### src/rtl/acc_bank_if.sv
// Bus bundle for acc_bank: write command, read select and the read/flag results.
interface acc_bank_if #(
  parameter int WIDTH = 16,
  parameter int NACC  = 4
);
  localparam int SELW = $clog2(NACC);

  logic             ACCwrite;
  logic [1:0]       op;
  logic [SELW-1:0]  wrSel;
  logic [WIDTH-1:0] dataIn;
  logic [SELW-1:0]  rdSel;
  logic [WIDTH-1:0] dataOut;
  logic [3:0]       flags;

  modport master (output ACCwrite, op, wrSel, dataIn, rdSel, input dataOut, flags);
  modport slave  (input ACCwrite, op, wrSel, dataIn, rdSel, output dataOut, flags);
endinterface

### src/rtl/acc_bank.sv
// Bank of NACC accumulators with LOAD/ADD/SUB/CLR, optional signed saturation,
// a combinational read port and registered {zero, neg, carry, ovf} flags.
module acc_bank #(
  parameter int WIDTH = 16,
  parameter int NACC  = 4,
  parameter int SAT   = 0
) (
  input logic       clk,
  input logic       rst,
  acc_bank_if.slave bus
);
  localparam int SELW = $clog2(NACC);

  typedef enum logic [1:0] {OP_LOAD = 2'b00, OP_ADD = 2'b01, OP_SUB = 2'b10, OP_CLR = 2'b11} op_e;

  logic [NACC-1:0][WIDTH-1:0] acc;
  logic [3:0]                 flags_q;
  logic [WIDTH-1:0]           cur, rd_val, res;
  logic [WIDTH:0]             sum, diff;
  logic                       hit, carry, ovf;

  // Fetch the destination channel; hit stays low for selects past NACC-1,
  // which turns the write into a no-op.
  always_comb begin
    cur = '0;
    hit = 1'b0;
    for (int i = 0; i < NACC; i++) begin
      if (bus.wrSel == SELW'(i)) begin
        cur = acc[i];
        hit = 1'b1;
      end
    end
  end

  // Read port: pre-write value during a write cycle, 0 for out-of-range selects.
  always_comb begin
    rd_val = '0;
    for (int i = 0; i < NACC; i++) begin
      if (bus.rdSel == SELW'(i)) rd_val = acc[i];
    end
  end

  assign sum  = {1'b0, cur} + {1'b0, bus.dataIn};
  assign diff = {1'b0, cur} - {1'b0, bus.dataIn};

  // Operation result and arithmetic flags; saturation clamps toward the sign of
  // the current accumulator, which is the side that overflowed for both ADD and SUB.
  always_comb begin
    res   = cur;
    carry = 1'b0;
    ovf   = 1'b0;
    case (op_e'(bus.op))
      OP_LOAD: res = bus.dataIn;
      OP_ADD: begin
        res   = sum[WIDTH-1:0];
        carry = sum[WIDTH];
        ovf   = (cur[WIDTH-1] == bus.dataIn[WIDTH-1]) && (sum[WIDTH-1] != cur[WIDTH-1]);
      end
      OP_SUB: begin
        res   = diff[WIDTH-1:0];
        carry = ~diff[WIDTH];
        ovf   = (cur[WIDTH-1] != bus.dataIn[WIDTH-1]) && (diff[WIDTH-1] != cur[WIDTH-1]);
      end
      OP_CLR: res = '0;
    endcase
    if ((SAT != 0) && ovf)
      res = cur[WIDTH-1] ? {1'b1, {(WIDTH-1){1'b0}}} : {1'b0, {(WIDTH-1){1'b1}}};
  end

  // State update: reset wins over any write; only the selected channel changes.
  always_ff @(posedge clk) begin
    if (!rst) begin
      acc     <= '0;
      flags_q <= 4'b0000;
    end else if (bus.ACCwrite && hit) begin
      for (int i = 0; i < NACC; i++) begin
        if (bus.wrSel == SELW'(i)) acc[i] <= res;
      end
      flags_q <= {res == '0, res[WIDTH-1], carry, ovf};
    end
  end

  assign bus.dataOut = rd_val;
  assign bus.flags   = flags_q;
endmodule

### src/flat_wrapper.sv
// flat-port wrapper written by rule: the top's interface ports become plain ports
module acc_bank_flat 
#(
  parameter int WIDTH = 16,
  parameter int NACC  = 4,
  parameter int SAT   = 0
)
  (clk, rst, bus_ACCwrite, bus_op, bus_wrSel, bus_dataIn, bus_rdSel, bus_dataOut, bus_flags);
  acc_bank_if #(.WIDTH(WIDTH), .NACC(NACC)) bus_i ();
  input logic clk;
  input logic rst;
  input wire logic [$bits(bus_i.ACCwrite)-1:0] bus_ACCwrite;
  input wire logic [$bits(bus_i.op)-1:0] bus_op;
  input wire logic [$bits(bus_i.wrSel)-1:0] bus_wrSel;
  input wire logic [$bits(bus_i.dataIn)-1:0] bus_dataIn;
  input wire logic [$bits(bus_i.rdSel)-1:0] bus_rdSel;
  output wire logic [$bits(bus_i.dataOut)-1:0] bus_dataOut;
  output wire logic [$bits(bus_i.flags)-1:0] bus_flags;
  assign bus_i.ACCwrite = bus_ACCwrite;
  assign bus_i.op = bus_op;
  assign bus_i.wrSel = bus_wrSel;
  assign bus_i.dataIn = bus_dataIn;
  assign bus_i.rdSel = bus_rdSel;
  assign bus_dataOut = bus_i.dataOut;
  assign bus_flags = bus_i.flags;
  acc_bank #(.WIDTH(WIDTH), .NACC(NACC), .SAT(SAT)) u_core (.clk(clk), .rst(rst), .bus(bus_i));
endmodule
### config.mk
export PLATFORM = sky130hd
export DESIGN_NAME = acc_bank_flat
export DESIGN_NICKNAME = d
export VERILOG_FILES = /design/src/rtl/acc_bank_if.sv /design/src/rtl/acc_bank.sv /design/src/flat_wrapper.sv
export SDC_FILE = /design/constraint.sdc
export NUM_CORES = 1
export LEC_CHECK = 0
export BUFFER_PORTS_ARGS = -buffer_cell sky130_fd_sc_hd__buf_4
export CORE_UTILIZATION = 57
export CTS_BUF_LIST = sky130_fd_sc_hd__clkbuf_16
export DETAILED_ROUTE_END_ITERATION = 10
export PLACE_DENSITY = 0.77
export SLEW_MARGIN = 20
export SYNTH_ARGS = -nofsm -noshare
export SYNTH_HDL_FRONTEND = slang
export SYNTH_SLANG_ARGS = --single-unit
### constraint.sdc
create_clock -name clk -period 11.15 [get_ports clk]
set_clock_uncertainty 0.05 [all_clocks]
set_input_delay 0.5575 -clock clk [delete_from_list [all_inputs] [get_ports clk]]
set_output_delay 0.5575 -clock clk [all_outputs]
set_load 0.03 [all_outputs]
* Word level (Yosys, flattened, before mapping)
Cells that the tools add are included.
** Cells by class
- $add $sub $neg :: 2
- Equality and inequality tests :: 13
- Multiplexer cells :: 15
- Bitwise operators :: 1
- Reductions and logical operators :: 11
** Operator list (count)
- two-way mux 16 bit :: 8
- case mux 16 bit (4 select lines) :: 1
- adder 16 x 16 -> 17 bit :: 1
- subtractor 16 x 16 -> 17 bit :: 1
- logical NOT 16 bit :: 1
- equality test 2 bit (second input constant) :: 6
- AND reduction 2 bit :: 4
- equality test 2 x 1 -> 1 bit (second input constant) :: 3
- logical NOT 2 bit :: 3
- two-way mux 1 bit :: 4
- case mux 1 bit (2 select lines) :: 2
- logical AND 1 bit :: 3
- inequality test 1 bit :: 3
- equality test 1 bit :: 1
- NOT 1 bit :: 1
** Storage, ports and cells
- Bits in registers :: 68
- Input bits :: 25
- Output and inout port bits :: 20
- Word-level logic and storage cells :: 47

* Depth between registers and ports, before layout
Gate-level depths: netlist of run 1.
- Depth after elaboration :: 9
- Mapped depth :: 15
- Gate-level depth less buffers :: 14

* Worst setup path after synthesis of run 1
OpenSTA, ideal clock, no wires.
- Kind :: input -> register
- From :: in bus_wrSel[1]
- To :: reg u_core.flags_q[3], in the netlist u_core.bus.flags[3]
- Library setup time :: 0.060 ns
- Data arrival time :: 4.408 ns
- Required time :: 11.040 ns
- Slack :: 6.632 ns
- Cell stages on the path :: 13
- Path buffers :: 2
- Path through :: buf_1 -> clkbuf_1 -> mux4_2 -> fa_1 -> a211oi_2 -> o211ai_2 -> a41oi_2 -> nand2b_4 -> a21oi_1 -> a211o_1 -> a222oi_1 -> and2b_1 -> a31o_1
** Between the ends
- Longest elaborated chain between the ends :: 8
- Elaborated cells between the ends (all ways) :: 17
- Classes of those cells :: add/sub (2); eq/ne (3); mux (9); reduce/logical (3)
** RTL lines
- start, declared :: RTL line flat_wrapper.sv:14 : input wire logic [$bits(bus_i.wrSel)-1:0] bus_wrSel;
- logical NOT 2 bit :: RTL line acc_bank.sv:28 : if (bus.wrSel == SELW'(i)) begin
- two-way mux 16 bit (4 in a row) :: RTL line acc_bank.sv:28
- subtractor 16 x 16 -> 17 bit / adder 16 x 16 -> 17 bit (equally long branches) :: RTL line acc_bank.sv:44, acc_bank.sv:43
- case mux 16 bit (4 select lines) :: RTL line acc_bank.sv:52 : case (op_e'(bus.op))
- logical NOT 16 bit :: RTL line acc_bank.sv:79 : flags_q <= {res == '0, res[WIDTH-1], carry, ovf};
- end signal, assigned :: RTL line acc_bank.sv:79
- end, declared :: RTL line acc_bank.sv:17 : logic [3:0] flags_q;
Several ways; a longest one is shown, not always the timed one.
A chain may end at the register's enable or synchronous reset.

* Worst setup path in the final report of run 1
- From :: in bus_wrSel[1]
- To :: reg u_core.acc[31] (netlist bit)
** Between the ends
- Longest elaborated chain between the ends :: 7
- Elaborated cells between the ends (all ways) :: 17
- Classes of those cells :: add/sub (2); eq/ne (3); mux (9); reduce/logical (3)
** RTL lines
- logical NOT 2 bit :: RTL line acc_bank.sv:28
- two-way mux 16 bit / two-way mux 1 bit (equally long branches) (4 in a row) :: RTL line acc_bank.sv:28
- subtractor 16 x 16 -> 17 bit (tied with other cells) :: RTL line acc_bank.sv:44 : assign diff = {1'b0, cur} - {1'b0, bus.dataIn};
- case mux 16 bit (4 select lines) / AND reduction 2 bit (equally long branches)
- end signal, assigned by index :: RTL line acc_bank.sv:77 : if (bus.wrSel == SELW'(i)) acc[i] <= res;
- end, declared :: RTL line acc_bank.sv:16 : logic [NACC-1:0][WIDTH-1:0] acc;
Several ways; a longest one is shown, not always the timed one.

==> summary.md, run 1 <==
| Metric | Value |
|---|---|
| Final setup violation count | 0 |
| Reg2Reg Setup Slack | 7050 ps |
| Num Clock Sinks | 68 |
| Max cap viols | 0 |
| Hold Path Origin | bus_ACCwrite |
| Arrival time at the worst endpoint | 4520 ps |
| Placed cell areas | 0.00549 mm² |
| I/O pins | 45 |
| PD cells | 134 mW/mm² |
| Worst IR Drop VDD | 142 µV |
| Routability Congestion | 0.956 |
| FMAX | 227 MHz |
| Antenna-violating nets left | 0 |
| Synth unique cells | 71 |
| Max Buffers Root-to-Sink | 2 |
| Die height | 96.7 µm |
| CTS tree | done |
| Starting DRT DRC Count | 255 |
| WHS Endpoint | u_core.bus.flags[2] |
| Post-Syn Instances | 572 |
| Area contributors post-synth | dfxtp_1 27%, mux4_2 14%, ha_1 8.6%, a211oi_1 8.1%, nor2_1 6.3% |
| Vias per inst | 6.71 |
| Post-CTS Hold Buffers | 0 |
| Layout Nets | 658 |
| H-Tree Depth | 3 |
| Die width | 96.7 µm |
| Number of antenna diodes | 0 |
| Final Hold Viols | 0 |
| Max_slew headroom | 0.314 |
| Reg2Reg Depth | 11 |
| Post-Route Setup TNS | 0 ps |
| Drt wl/cell | 19.8 µm |
| Share of cells above drive strength 1 | 0.200 |
| Synthesis Warnings | 0 |
| Max FO, Critical Path | 21 |
| Tot GR Track Use | 0.304 |
| Share of the synthesized area in the top cell type | 0.266 |
| Leading area contributor after synthesis | dfxtp_1 |
| Root Driver | clkbuf_16 |
| Post-route design area | 0.00583 mm² |
| Post-Route WL | 14000 µm |
| Port Buffers | 44 |
| R2R Path Start | u_core.acc[49] |
| Die area | 0.00935 mm² |
| Worst path required time | 11260 ps |
| Status | finished clean |
| Grt ovf | 0 |
| Crit start category | input port |
| Mapped Area | 0.00511 mm² |
| Seq/Total Area, Yosys | 0.266 |
| Vias in the first global route | 4512 |
| Post-Place Worst Slack | 6570 ps |
| Syn-to-layout area delta | 14.0% |
| Leak | 2.35 nW |
| Number of enable flip-flop cells after synthesis | 0 |
| Worst Tran Pin Value | 1020 ps |
| Setup Buffers After CTS | 0 |
| DRT Pass-1 Iters | 5 |
| Pins over their slew limit | 0 |
| Worst-Skew Late Latency | 330 ps |
| Clock transition at path regs | 60 ps |
| CTS buffer count | 9 |
| Unrepaired setup endpoints after global routing | no |
| Setup slack after layout | 6740 ps |
| Final period util | 0.395 |
| # rows | 34 |
| Dpl hpwl | 9980 µm |
| Ys flop type | dfxtp_1 |
| HP Class | input port to flop |
| Initial antenna violation count | 0 |
| Global-route wire length before repair | 22700 µm |
| Syn Nets | 634 |
| Initial core utilization | 0.586 |
| Number of synthesized register bits | 68 |
| Worst R2R End | u_core.acc[31] |
| Mean Syn Cell Area | 8.94 µm² |
| CTS resizes | 0 |
| Final min period | 4410 ps |
| Core box area | 0.00872 mm² |
| Largest net degree at the start of global routing | 62 |
| DRC viols | 0 |
| Hold path depth | 2 |
| Crit path kind | input port to flop |
| Vias | 4756 |
| Most frequent cells after synthesis | 86 x nor2_1, 68 x dfxtp_1, 55 x a211oi_1, 37 x a21oi_1, 35 x ha_1 |
| Top-count cell post-synth | nor2_1 |
| CP endpoint kind | flop |
| Synth async-reset ratio | 0 |
[power by group]
part           total (mW)  internal (mW)  leakage, nW  switching (mW)
Combinational       0.195         0.0768         1.63           0.118
Clock               0.321          0.217        0.163           0.103
Sequential          0.264          0.255        0.555         0.00863
[registers in the layout, summed over array words and instances (netlist names)]
signal and count:
u_core.acc 64, u_core.bus.flags 4
[through the flow]
| step | utilization | hold WS (ps) | power (mW) | std cells |
|---|---|---|---|---|
| after floorplan | - | 410 | 0.406 | 572 |
| after CTS | 0.668 | 404 | 0.778 | 709 |
| after detailed placement | 0.629 | 450 | 0.458 | 693 |
| final | 0.668 | 410 | 0.780 | 709 |
| after global placement | 0.629 | 428 | 0.453 | 693 |
| after global routing | 0.668 | 413 | 0.811 | 709 |
[final cells by class]
class / instances / area [µm²]
Fill cell: 694 / 2890
Inverter: 35 / 131
Multi-Input combinational cell: 431 / 3480
Clock inverter: 7 / 115
Clock buffer: 9 / 225
Sequential cell: 68 / 1360
Tap cell: 108 / 135
Timing Repair Buffer: 51 / 383
[logic make-up after synthesis]
kind of cell | synth area share
XOR/XNOR | 0.00685
AND/OR/NAND/NOR | 0.150
adder cells (fa/ha/maj) | 0.0935
flip-flops | 0.266
multiplexers | 0.173
buffers and inverters | 0.0556
AO/OA/AOI/OAI | 0.255
[metal layers]
metal	track usage	vias to the layer above	wire length [µm]
met5	0	-	0
met4	0.133	0	429
met3	0.0592	38	1170
met2	0.468	217	6360
met1	0.415	2283	6060
li1	-	2218	-
[how the worst max path moves through the flow]
stage / startpoint / to / slack [ps] / cells after the start
floorplan: bus_wrSel[1] / u_core.bus.flags[3] / 6630 / 13
global placement: bus_wrSel[1] / u_core.bus.flags[3] / 6630 / 15
detailed placement: bus_wrSel[1] / u_core.bus.flags[3] / 6570 / 15
CTS: bus_wrSel[1] / u_core.bus.flags[3] / 6890 / 15
global route: bus_wrSel[1] / u_core.acc[15] / 6650 / 12
finish: bus_wrSel[1] / u_core.acc[31] / 6740 / 12
[layout by cell type, fill, tap and decap left out, types with 6 or more instances in the layout]
cell type / netlist / routed
inv_1: 31 / 31
nor2_1: 86 / 84
o21ai_0: 20 / 20
dfxtp_1: 68 / 68
buf_4: 2 / 51
nor3_1: 14 / 13
a31oi_1: 6 / 6
a21oi_1: 37 / 37
ha_1: 35 / 35
a221oi_1: 7 / 7
clkbuf_16: 0 / 9
nor2b_1: 6 / 6
mux4_2: 32 / 32
a211o_1: 6 / 6
nand2_1: 16 / 16
a211oi_1: 55 / 55
mux2i_1: 14 / 14
[critical path: stages]
cell and delay [ps]:
buf_4 300, mux4_2 630, ha_1 320, nor2b_1 150, o2111ai_1 350, a211oi_1 140, a211oi_1 450, a211oi_1 200
o21ai_0 300, nor2_1 90, a211oi_1 840, a21oi_1 180
(Power assumes the default switching activity.)
==> inputs of run 2 (changes only) <==
--- a/config.mk
+++ b/config.mk
@@ -6,7 +6,7 @@
 export NUM_CORES = 1
 export LEC_CHECK = 0
 export BUFFER_PORTS_ARGS = -buffer_cell sky130_fd_sc_hd__buf_4
-export CORE_UTILIZATION = 57
+export CORE_UTILIZATION = 55
 export CTS_BUF_LIST = sky130_fd_sc_hd__clkbuf_16
 export DETAILED_ROUTE_END_ITERATION = 10
 export PLACE_DENSITY = 0.77
==> constraint.sdc (replaced) <==
create_clock -name clk -period 4.05 [get_ports clk]
set_clock_uncertainty 0.05 [all_clocks]
set_input_delay 0.2025 -clock clk [delete_from_list [all_inputs] [get_ports clk]]
set_output_delay 0.2025 -clock clk [all_outputs]
set_load 0.03 [all_outputs]
==> run 2 against run 1 <==
Against the previous run:
- combinational power grew to 3.0 times the previous value
- critical path depth is 3 higher
- register-to-register slack got worse by 6700 ps
- worst setup slack lost 6400 ps
- routed wire length is 4.0% higher
- critical path type is now flop to flop
==> summary.md, run 2 (synthesis gave the netlist of run 1 again) <==
| Metric | Value |
|---|---|
| Status | finished clean |
| Multi-input logic area | 0.00348 mm² (unchanged) |
| Arrival time at the worst endpoint | 3950 ps (-570 ps) |
| Placed cell areas | 0.00565 mm² (+3.0%) |
| Max Buffers Root-to-Sink | 2 (unchanged) |
| Dpl hpwl | 10700 µm (+7.2%) |
| Global-route wire length before repair | 23900 µm (+5.0%) |
| # rows | 34 (unchanged) |
| Util after Layout | 0.667 (-0.00144) |
| Pins over their slew limit | 0 (unchanged) |
| Share of cells above drive strength 1 | 0.219 (+0.0197) |
| Number of antenna diodes | 0 (unchanged) |
| Antenna-violating nets left | 0 (unchanged) |
| H-Tree Depth | 3 (unchanged) |
| FMAX | 268 MHz |
| Worst-Skew Late Latency | 320 ps (about the same) |
| Unrepaired setup endpoints after global routing | no |
| Max FO, Critical Path | 5 (-76%) |
| HP Class | input port to flop |
| Port Buffers | 44 (unchanged) |
| CTS buffer count | 9 (unchanged) |
| Post-Route WL | 14600 µm (+4.0%) |
| Commonest non-fill, non-tap cell in the layout | nor2_1 |
| Leak | 2.42 nW (+2.9%) |
| Met2 wire length | 6820 µm (+7.3%) |
| Largest register FFs | 64 (unchanged) |
| CTS resizes | 0 (unchanged) |
| CP endpoint kind | flop |
| Uppermost routed layer | met4 |
| Core box area | 0.00885 mm² (+1.5%) |
| CTS tree | done |
| Sequential Area | 0.00136 mm² (unchanged) |
| Final period util | 0.922 |
| Length of routed met3 wiring | 989 µm (-16%) |
| Syn-to-layout area delta | 15.4% |
| Tot GR Track Use | 0.313 (+0.00930) |
| Grt ovf | 0 (unchanged) |
| Starting DRT DRC Count | 262 (+2.7%) |
| PD cells | 333 mW/mm² (+150%) |
| Die width | 98.4 µm (+1.8%) |
| Fillcell total | 729 (+5.0%) |
| Root Driver | clkbuf_16 |
| DRT Pass-1 Iters | 6 (+1) |
| Setup Buffers After CTS | 0 (unchanged) |
| Final setup violation count | 0 (unchanged) |
| Clock transition at path regs | 50 ps (about the same) |
| Worst Tran Pin Value | 982 ps (-41.6 ps) |
| Vias per inst | 6.56 (-2.2%) |
| Largest net degree at the start of global routing | 61 (-1.6%) |
| Most flop-heavy register | u_core.acc |
| Drt wl/cell | 20.0 µm (+1.2%) |
| Crit path kind | flop to flop |
| Die area | 0.00968 mm² (+3.6%) |
| Layout Nets | 678 (+3.0%) |
| I/O pins | 45 (unchanged) |
| Vias | 4775 (+0.40%) |
| Initial antenna violation count | 0 (unchanged) |
| Vias in the first global route | 4777 (+5.9%) |
| Most frequent cells in the layout | 84 x nor2_1, 70 x buf_4, 68 x dfxtp_1, 55 x a211oi_1, 37 x a21oi_1 |
| Max_slew headroom | 0.342 (+0.0283) |
| DRC viols | 0 (unchanged) |
| Num Clock Sinks | 68 (unchanged) |
| Routability Congestion | 0.961 (+0.60%) |
| Max cap viols | 0 (unchanged) |
| Reg2Reg Setup Slack | 320 ps (-6730 ps) |
| Post-route design area | 0.00590 mm² (+1.2%) |
| Wire length on met1 | 6440 µm (+6.2%) |
| Post-CTS Hold Buffers | 0 (unchanged) |
| Final Hold Viols | 0 (unchanged) |
| Initial core utilization | 0.578 (-0.00846) |
| Post-Route Setup TNS | 0 ps (unchanged) |
| Crit start category | flop |
| Worst IR Drop VDD | 308 µV (+120%) |
| Final min period | 3730 ps |
| Worst path required time | 4270 ps (-6990 ps) |
| Die height | 98.4 µm (+1.8%) |
## run 2: where the power goes
group	internal, mW	switching, mW
Clock	0.399	0.261
Sequential	0.703	0.0237
Combinational	0.241	0.334
## run 2: worst max-delay path, stage by stage, from the launching register on
cell	delay (ps)
dfxtp_1	320
mux4_2	510
inv_1	70
ha_1	160
inv_1	60
fa_1	460
a211oi_2	360
o211ai_2	170
a41oi_2	290
nand2b_4	190
a21oi_1	60
a211o_1	220
a222oi_1	310
buf_4	200
and2b_1	120
a31o_1	130
## run 2: worst paths after layout
kind              cells after the start                start                   to
setup / recovery                     15       u_core.acc[48]  u_core.bus.flags[3]
hold / removal                        2         bus_ACCwrite  u_core.bus.flags[2]
setup reg to reg                     15       u_core.acc[48]  u_core.bus.flags[3]
hold reg to reg                       1  u_core.bus.flags[0]  u_core.bus.flags[0]
## run 2: per-stage QoR
stage / std cells / hold slack [ps] / total power [mW] / setup slack [ps]
2_1_floorplan: 572 / 243 / 1.12 / 38.5
3_3_place_gp: 713 / 397 / 1.29 / 202
3_5_place_dp: 713 / 405 / 1.30 / 193
4_1_cts: 728 / 60.4 / 1.96 / 349
5_1_grt: 728 / 74.4 / 2.05 / 173
6_report: 728 / 69.2 / 1.96 / 318
## run 2: final cells by class
cell class | count | area share
clock buffers | 9 | 0.0382
clock inverters | 6 | 0.00424
inverters | 35 | 0.0223
multi-input cells | 431 | 0.589
flip-flops and latches | 68 | 0.231
well taps | 108 | 0.0229
repair buffers | 71 | 0.0924
## run 2: metal layers
layer / track usage / vias to the layer above
met5: 0 / -
met4: 0.127 / 0
met3: 0.0468 / 32
met2: 0.503 / 192
met1: 0.426 / 2303
li1: - / 2248
==> inputs of run 3 (changes only) <==
--- a/config.mk
+++ b/config.mk
@@ -5,10 +5,11 @@
 export SDC_FILE = /design/constraint.sdc
 export NUM_CORES = 1
 export LEC_CHECK = 0
-export BUFFER_PORTS_ARGS = -buffer_cell sky130_fd_sc_hd__buf_4
+export BUFFER_PORTS_ARGS = -buffer_cell sky130_fd_sc_hd__clkbuf_2
 export CORE_UTILIZATION = 55
 export CTS_BUF_LIST = sky130_fd_sc_hd__clkbuf_16
 export DETAILED_ROUTE_END_ITERATION = 10
+export HOLD_SLACK_MARGIN = 0.15
 export PLACE_DENSITY = 0.77
 export SLEW_MARGIN = 20
 export SYNTH_ARGS = -nofsm -noshare
==> run 3 against run 2 <==
Against the previous run:
- largest cell class unchanged
- the flow now finishes with violations (design-rule violations)
- critical path depth unchanged
- final cell count down 0.27%
- utilization down 1.5 points
- sequential cell count unchanged
- combinational power down 4.3%
==> summary.md, run 3 (synthesis gave the netlist of run 1 again) <==
| Metric | Value |
|---|---|
| Status | complete, but fails checks |
| Failing checks | design-rule violations |
| Largest register FFs | 64 (unchanged) |
| Arrival time at the worst endpoint | 4100 ps (+150 ps) |
| Reg2Reg Setup Slack | 170 ps (-150 ps) |
| Post-route design area | 0.00577 mm² (-2.2%) |
| Die width | 98.4 µm (unchanged) |
| Starting DRT DRC Count | 253 (-3.4%) |
| Commonest non-fill, non-tap cell in the layout | nor2_1 |
| Antenna-violating nets left | 0 (unchanged) |
| Clock transition at path regs | 50 ps (about the same) |
| Final setup violation count | 0 (unchanged) |
| Post-Route WL | 14200 µm (-2.5%) |
| Drt wl/cell | 19.6 µm (-2.2%) |
| I/O pins | 45 (unchanged) |
| Hold WS | 180 ps (+111 ps) |
| Global-route wire length before repair | 23600 µm (-1.3%) |
| Post-Route Setup TNS | 0 ps (unchanged) |
| Crit start category | flop |
| Die height | 98.4 µm (unchanged) |
| HP Class | input port to flop |
| Length of routed met3 wiring | 1050 µm (+6.6%) |
| CTS buffer count | 9 (unchanged) |
| Number of antenna diodes | 0 (unchanged) |
| Placed cell areas | 0.00551 mm² (-2.4%) |
| Met2 wire length | 6660 µm (-2.4%) |
| Uppermost routed layer | met4 |
| # rows | 34 (unchanged) |
| Most frequent cells in the layout | 84 x nor2_1, 68 x dfxtp_1, 55 x a211oi_1, 44 x clkbuf_2, 37 x a21oi_1 |
| Initial antenna violation count | 0 (unchanged) |
| Max FO, Critical Path | 5 (unchanged) |
| Grt ovf | 0 (unchanged) |
| Leak | 2.37 nW (-2.1%) |
| Total power | 1.93 mW (-1.5%) |
| Routability Congestion | 0.946 (-1.6%) |
| CTS resizes | 0 (unchanged) |
| Largest net degree at the start of global routing | 61 (unchanged) |
| Root Driver | clkbuf_16 |
| Util after Layout | 0.652 (-0.0148) |
| Worst R2R End | u_core.bus.flags[3] |
| Max Buffers Root-to-Sink | 2 (unchanged) |
| Most flop-heavy register | u_core.acc |
| Port Buffers | 44 (unchanged) |
| FMAX | 258 MHz (-3.8%) |
| Num Clock Sinks | 68 (unchanged) |
| Multi-input logic area | 0.00348 mm² (unchanged) |
| Final min period | 3880 ps (+149 ps) |
| Max_slew headroom | 0.442 (+0.101) |
| Unrepaired setup endpoints after global routing | no |
| DRC viols | 1 (+1) |
| Share of cells above drive strength 1 | 0.217 (-0.00253) |
| DRT Pass-1 Iters | 10 (+4) |
| CP endpoint kind | flop |
| Vias in the first global route | 4750 (-0.57%) |
| Dpl hpwl | 10600 µm (-0.71%) |
| Syn-to-layout area delta | 12.9% |
| Wire length on met1 | 6080 µm (-5.5%) |
| Crit path capture | u_core.bus.flags[3] |
| Worst Tran Pin Value | 832 ps (-150 ps) |
| CTS tree | done |
| Reg2Reg Depth | 15 (unchanged) |
| Worst IR Drop VDD | 336 µV (+9.1%) |
| Initial core utilization | 0.578 (unchanged) |
| Core box area | 0.00885 mm² (unchanged) |
| Fillcell total | 718 (-1.5%) |
| Pins over their slew limit | 0 (unchanged) |
| Die area | 0.00968 mm² (unchanged) |
| Vias per inst | 6.55 (about the same) |
| Worst path required time | 4270 ps (about the same) |
| PD cells | 335 mW/mm² (+0.70%) |
| Final Hold Viols | 0 (unchanged) |
| Sequential Area | 0.00136 mm² (unchanged) |
| Crit path kind | flop to flop |
| Max cap viols | 0 (unchanged) |
| Tot GR Track Use | 0.306 (-0.00706) |
| H-Tree Depth | 3 (unchanged) |
| Vias | 4758 (-0.36%) |
| R2R Path Start | u_core.acc[48] |
| Setup crit start | u_core.acc[48] |
| Worst-Skew Late Latency | 320 ps (about the same) |
| Setup Buffers After CTS | 0 (unchanged) |
| Final period util | 0.958 (+0.0367) |
| Layout Nets | 677 (-0.15%) |
-- run 3: metrics by stage --
| step | worst slack, ps | instances |
|---|---|---|
| final | 169 | 726 |
| after floorplan | 38.5 | 572 |
| after global placement | 174 | 711 |
| after CTS | 188 | 726 |
| after global routing | 33.3 | 726 |
| after detailed placement | 138 | 711 |
-- run 3: worst min-delay path by stage --
stage / from / to / slack, ps / cells past startpoint
finish: rst / u_core.acc[63] / 180 / 3
global route: rst / u_core.acc[15] / 180 / 3
CTS: rst / u_core.acc[63] / 170 / 3
detailed placement: u_core.acc[23] / u_core.acc[23] / 440 / 2
global placement: u_core.acc[23] / u_core.acc[23] / 420 / 2
floorplan: bus_ACCwrite / u_core.bus.flags[2] / 240 / 1
-- run 3: area by class of cell --
| type | count | share of cell area |
|---|---|---|
| clock buffers | 9 | 0.0390 |
| clock inverters | 5 | 0.00369 |
| inverters | 35 | 0.0228 |
| multi-input cells | 431 | 0.603 |
| repair buffers | 70 | 0.0724 |
| flip-flops and latches | 68 | 0.236 |
| well taps | 108 | 0.0234 |
-- run 3: critical path, stage by stage (launching register included) --
cell,delay (ps)
dfxtp_1,330
mux4_2,500
inv_1,80
ha_1,160
inv_1,60
fa_1,480
a211oi_2,330
o211ai_2,180
a41oi_2,310
nand2b_4,190
a21oi_1,70
a211o_1,220
a222oi_1,400
buf_4,220
and2b_1,120
a31o_1,130
-- run 3: where the power goes --
part	switching, mW	internal, mW	leakage (nW)
clock network	0.257	0.397	0.123
registers	0.0242	0.703	0.555
logic	0.329	0.222	1.69
total	0.610	1.32	2.37
-- run 3: metal layers --
metal	vias up	track usage
met3	35	0.0482
met4	0	0.140
met5	-	0
met1	2260	0.408
li1	2245	-
met2	218	0.492
-- run 3: repair_timing --
action / in CTS / in global routing
hold buffers: 1 / 0
endpoints found under the hold margin: 1 / 0
endpoints found under the setup margin: 0 / 1
